--- src/rtl/forward_ctrl.sv ---
// Forwarding and load-use hazard control for a 5-stage in-order pipeline.
// It tracks the destinations in EX and MEM and produces registered EX operand selects, a load-use stall and a stall counter.
module forward_ctrl #(
    parameter int REG_W = 5,
    parameter int CNT_W = 8
) (
    input  logic             clk_i,
    input  logic             rst_ni,
    input  logic             id_valid_i,
    input  logic [REG_W-1:0] id_rs1_i,
    input  logic [REG_W-1:0] id_rs2_i,
    input  logic             id_use_rs1_i,
    input  logic             id_use_rs2_i,
    input  logic [REG_W-1:0] id_rd_i,
    input  logic             id_regwen_i,
    input  logic             id_memrd_i,
    input  logic             flush_i,
    input  logic             hold_i,
    output logic [1:0]       fwd_a_se_o,
    output logic [1:0]       fwd_b_se_o,
    output logic             stall_o,
    output logic [CNT_W-1:0] stall_cnt_o
);

    localparam logic [1:0] SEL_RF  = 2'b00;
    localparam logic [1:0] SEL_MEM = 2'b01;
    localparam logic [1:0] SEL_WB  = 2'b10;

    // EX and MEM tracking registers
    logic             ex_valid_q,  ex_valid_d;
    logic [REG_W-1:0] ex_rd_q,     ex_rd_d;
    logic             ex_regwen_q, ex_regwen_d;
    logic             ex_memrd_q,  ex_memrd_d;
    logic             mem_valid_q,  mem_valid_d;
    logic [REG_W-1:0] mem_rd_q,     mem_rd_d;
    logic             mem_regwen_q, mem_regwen_d;
    logic [1:0]       fwd_a_q, fwd_a_d;
    logic [1:0]       fwd_b_q, fwd_b_d;
    logic [CNT_W-1:0] cnt_q,   cnt_d;

    logic ex_hit_rs1, ex_hit_rs2, mem_hit_rs1, mem_hit_rs2;
    logic load_use;
    logic stall;

    function automatic logic producer_hit(
        input logic             vld,
        input logic             wen,
        input logic [REG_W-1:0] rd,
        input logic [REG_W-1:0] src
    );
        return vld & wen & (rd != '0) & (rd == src);
    endfunction

    // The younger producer (EX) wins over the older one (MEM).
    function automatic logic [1:0] pick_sel(
        input logic use_src,
        input logic ex_hit,
        input logic mem_hit
    );
        if (use_src && ex_hit) begin
            return SEL_MEM;
        end else if (use_src && mem_hit) begin
            return SEL_WB;
        end
        return SEL_RF;
    endfunction

    function automatic logic [CNT_W-1:0] sat_inc(input logic [CNT_W-1:0] c);
        if (c == {CNT_W{1'b1}}) begin
            return c;
        end
        return c + {{(CNT_W-1){1'b0}}, 1'b1};
    endfunction

    always_comb begin
        ex_hit_rs1  = producer_hit(ex_valid_q, ex_regwen_q, ex_rd_q, id_rs1_i);
        ex_hit_rs2  = producer_hit(ex_valid_q, ex_regwen_q, ex_rd_q, id_rs2_i);
        mem_hit_rs1 = producer_hit(mem_valid_q, mem_regwen_q, mem_rd_q, id_rs1_i);
        mem_hit_rs2 = producer_hit(mem_valid_q, mem_regwen_q, mem_rd_q, id_rs2_i);
        load_use    = id_valid_i & ex_memrd_q &
                      ((id_use_rs1_i & ex_hit_rs1) | (id_use_rs2_i & ex_hit_rs2));
        stall       = load_use & ~flush_i & ~hold_i;
    end

    always_comb begin
        ex_valid_d   = ex_valid_q;
        ex_rd_d      = ex_rd_q;
        ex_regwen_d  = ex_regwen_q;
        ex_memrd_d   = ex_memrd_q;
        mem_valid_d  = mem_valid_q;
        mem_rd_d     = mem_rd_q;
        mem_regwen_d = mem_regwen_q;
        fwd_a_d      = fwd_a_q;
        fwd_b_d      = fwd_b_q;
        cnt_d        = cnt_q;

        if (!hold_i) begin
            mem_valid_d  = ex_valid_q;
            mem_rd_d     = ex_rd_q;
            mem_regwen_d = ex_regwen_q;

            if (flush_i || stall) begin
                ex_valid_d  = 1'b0;
                ex_rd_d     = '0;
                ex_regwen_d = 1'b0;
                ex_memrd_d  = 1'b0;
                fwd_a_d     = SEL_RF;
                fwd_b_d     = SEL_RF;
            end else begin
                ex_valid_d  = id_valid_i;
                ex_rd_d     = id_rd_i;
                ex_regwen_d = id_regwen_i;
                ex_memrd_d  = id_memrd_i;
                fwd_a_d     = pick_sel(id_use_rs1_i, ex_hit_rs1, mem_hit_rs1);
                fwd_b_d     = pick_sel(id_use_rs2_i, ex_hit_rs2, mem_hit_rs2);
            end

            if (stall) begin
                cnt_d = sat_inc(cnt_q);
            end
        end
    end

    always_ff @(posedge clk_i or negedge rst_ni) begin
        if (!rst_ni) begin
            ex_valid_q   <= 1'b0;
            ex_rd_q      <= '0;
            ex_regwen_q  <= 1'b0;
            ex_memrd_q   <= 1'b0;
            mem_valid_q  <= 1'b0;
            mem_rd_q     <= '0;
            mem_regwen_q <= 1'b0;
            fwd_a_q      <= SEL_RF;
            fwd_b_q      <= SEL_RF;
            cnt_q        <= '0;
        end else begin
            ex_valid_q   <= ex_valid_d;
            ex_rd_q      <= ex_rd_d;
            ex_regwen_q  <= ex_regwen_d;
            ex_memrd_q   <= ex_memrd_d;
            mem_valid_q  <= mem_valid_d;
            mem_rd_q     <= mem_rd_d;
            mem_regwen_q <= mem_regwen_d;
            fwd_a_q      <= fwd_a_d;
            fwd_b_q      <= fwd_b_d;
            cnt_q        <= cnt_d;
        end
    end

    assign fwd_a_se_o  = fwd_a_q;
    assign fwd_b_se_o  = fwd_b_q;
    assign stall_o     = stall;
    assign stall_cnt_o = cnt_q;

endmodule

--- config.mk ---
export PLATFORM = sky130hd
export DESIGN_NAME = forward_ctrl
export DESIGN_NICKNAME = d
export VERILOG_FILES = /design/src/rtl/forward_ctrl.sv
export SDC_FILE = /design/constraint.sdc
export NUM_CORES = 1
export LEC_CHECK = 0
export BUFFER_PORTS_ARGS = -buffer_cell sky130_fd_sc_hd__buf_2
export CAP_MARGIN = 20
export CORE_MARGIN = 1
export CORE_UTILIZATION = 50
export DETAILED_ROUTE_END_ITERATION = 10
export PLACE_DENSITY = 0.75
export RECOVER_POWER = 100
export SYNTH_ARGS = -nofsm -noshare
export SYNTH_HDL_FRONTEND = slang
export SYNTH_SLANG_ARGS = --single-unit
--- constraint.sdc ---
create_clock -name clk_i -period 2.17 [get_ports clk_i]
set_input_delay 0.434 -clock clk_i [delete_from_list [all_inputs] [get_ports clk_i]]
set_output_delay 0.434 -clock clk_i [all_outputs]
set_load 0.005 [all_outputs]
==> impl_metrics.env <==
export IMPL_synth_edf_count=0
export IMPL_yosysTopAreaCell="dfrtp_1"
export IMPL_swShare_pct=27.1
export IMPL_rsz0062_at_grt="yes"
export IMPL_slowest_delay_ps=480
export IMPL_critPathMaxFanout=5
export IMPL_core_area_sq_um=2730
export IMPL_n_fill_cell=240
export IMPL_num_rows=19
export IMPL_drc_errors=0
export IMPL_vias_per_cell=5.74
export IMPL_cts_root_buf="clkbuf_4"
export IMPL_async_flop_share_pct=100
export IMPL_yosys_top_cells_area="dfrtp_1, xor2_1, mux2_2"
export IMPL_share_comb_of_total_power_pct=15.3
export IMPL_relSlewSlack_pct=3.15
export IMPL_syn_avg_cell_area_sq_um=11.8
export IMPL_syn2layout_area_growth_pct=25.3
export IMPL_hold_viol_final=0
export IMPL_dp_hpwl_microns=2300
export IMPL_setup_viol_count_final=11
export IMPL_portBuffers=36
export IMPL_layout_common_cells="buf_2, dfrtp_1, xor2_1, nand2_1, xnor2_1"
export IMPL_yosys_register_bits=27
export IMPL_max_slew_worst_pin_slew_ps=1450
export IMPL_max_cap_violations=0
export IMPL_cts_tree="built"
export IMPL_hold_slack_ps=332
export IMPL_netlist_area_sq_um=1430
export IMPL_min_period_ps=2330
export IMPL_p_leak_nw=0.858
export IMPL_grt_pass1_wl_microns=5280
export IMPL_cts_clk_slew_worst_paths_ps=140
export IMPL_die_h_microns=55.5
export IMPL_setup_slack_ps=-158
export IMPL_die_x_microns=55.5
export IMPL_via_count=1143
export IMPL_crit_arrival_ps=1890
export IMPL_insertion_delay_ps=330
export IMPL_power_density_nw_per_um2=516
export IMPL_routabilityCongestion=0.861
export IMPL_synth_ff_type="dfrtp_1"
export IMPL_num_nets_final=194
export IMPL_fmax_mhz=430
export IMPL_cts_sink_count=27
export IMPL_p_switching_mw=0.251
export IMPL_wl_per_cell_microns=16.6
export IMPL_seq_power_share_pct=60.7
export IMPL_startpoint="ex_rd_q[3]"
export IMPL_finalCritPeriodShare_pct=107
export IMPL_crit_required_ps=1740
export IMPL_drive_gt1_share_pct=40.5
export IMPL_r2r_start="ex_rd_q[3]"
export IMPL_holdCritPathClass="in2reg"
export IMPL_antenna_found_initial=0
export IMPL_h_tree_depth=1
export IMPL_track_usage_pct=22.2
export IMPL_drv_slew=0
export IMPL_synth_fp_nets=146
export IMPL_r2r_slack_ps=-120
export IMPL_hp_start="id_regwen_i"
export IMPL_endpoint_kind="output pin"
export IMPL_clockBufferDepth=2
export IMPL_diodes=0
export IMPL_start_util_pct=52.4
export IMPL_ctsHoldBuffers=0
export IMPL_io_pins=37
export IMPL_numCtsBuffers=3
export IMPL_synth_top_area_share_pct=47.2
export IMPL_grt_max_degree=28
export IMPL_final_util_pct=65.7
export IMPL_mostFrequentLayoutCell="buf_2"
export IMPL_setup_tns_ps=-1010
export IMPL_failed_checks="negative setup slack"
export IMPL_vdd_ir_drop_worst_mv=0.428
export IMPL_grt_pass1_vias=1145
export IMPL_first_pass_iters=4
export IMPL_synthCells=121
export IMPL_wl_microns=3310
export IMPL_internal_power_mw=0.675
export IMPL_critPathSlowestCell="dfrtp_2"
export IMPL_fin_skew_ps=3.62
export IMPL_p_clk_share_pct=24.0
export IMPL_crit_chain="xor2_1, nor4_1, and3_2, o21ai_4, inv_2, buf_2"
export IMPL_postRouteAntennaNets=0
export IMPL_status="finished, violations left"
export IMPL_grt_remaining_overflow=0
export IMPL_timing_critical_path_buf_inv=2
export IMPL_seq_area_frac_synth_pct=47.2
export IMPL_synth_distinct_cells=36
export IMPL_critical_path_class="reg2out"
export IMPL_cp_top_family="simple AND/OR/NAND/NOR gates"
export IMPL_worst_setup_path_start_kind="register"
export IMPL_drt_initial_drc_count=34
export IMPL_yosysWarnings=0
export IMPL_die_area_sq_um=3080
synth_stat cells, drive strengths merged (2+ instances only):
master	count
nor2	4
nor4	5
and3	2
xnor2	8
nand4	3
nor3	3
nand2	9
a32o	7
dfrtp	27
mux2	9
xor2	18
nand3	3
buf	2
o21ai	5
routing by layer:
| layer | global-route usage [%] | wire, microns | vias to the layer above |
|---|---|---|---|
| met5 | 0 | 0 | - |
| met4 | 8.57 | 79 | 0 |
| met3 | 3.28 | 129 | 7 |
| met2 | 39.1 | 1740 | 30 |
| met1 | 27.3 | 1350 | 559 |
| li1 | - | - | 547 |
path summary, 6_finish.rpt:
kind,endpoint,depth (start not counted)
worst max-delay path,stall_o,6
min in group asynchronous,stall_cnt_o[3],1
max in group asynchronous,ex_rd_q[3],1
worst max register to register,ex_rd_q[2],9
worst min register to register,fwd_b_se_o[0],2
worst min-delay path,ex_regwen_q,2
kinds of logic after synthesis:
family / Yosys count / share of synthesized area [%]
AO/OA/AOI/OAI: 17 / 10.5
flip-flops: 27 / 47.2
multiplexers: 9 / 7.60
XOR/XNOR: 26 / 15.9
buffers and inverters: 4 / 1.57
adder cells (fa/ha/maj): 1 / 0.873
AND/OR/NAND/NOR: 37 / 16.4
area by class of cell:
type,count,area [sq um],area share [%]
Clock inverter,1,5.00,0.279
Multi-Input combinational cell,90,786,43.8
Sequential cell,27,678,37.8
Tap cell,31,38.8,2.16
Clock buffer,3,22.5,1.25
Timing Repair Buffer,46,262,14.6
Inverter,1,3.75,0.209
state kept, by name (all words and copies together), names as in the netlist:
name and flops:
ex_memrd_q 1, mem_regwen_q 1, mem_valid_q 1, fwd_b_se_o 2, ex_regwen_q 1, fwd_a_se_o 2, ex_valid_q 1, mem_rd_q 5
ex_rd_q 5, stall_cnt_o 8
repair_timing:
action                     in CTS  in global routing
hold endpoints to repair        0                  0
resized for setup               2                 15
setup endpoints to repair       1                  6
setup buffers                   2                  5
pin swaps                       0                 12
power groups by stage:
stage | Sequential [mW] | Clock (mW) | Combinational [mW]
after floorplan | 0.562 | 0 | 0.0817
after global placement | 0.570 | 0 | 0.132
after detailed placement | 0.571 | 0 | 0.139
after CTS | 0.561 | 0.226 | 0.143
after global routing | 0.565 | 0.250 | 0.157
final | 0.562 | 0.222 | 0.142
through the flow:
stage                     instances  total power, mW  cell area, sq um  worst slack [ps]
final                           199            0.926              1800              -158
after global placement          188            0.702              1660              91.4
after floorplan                 121            0.644              1430               215
after detailed placement        188            0.711              1660              10.2
after global routing            199            0.973              1800              -220
after CTS                       194            0.931              1700              -140
Note: power is estimated with default switching activity, not from simulation.
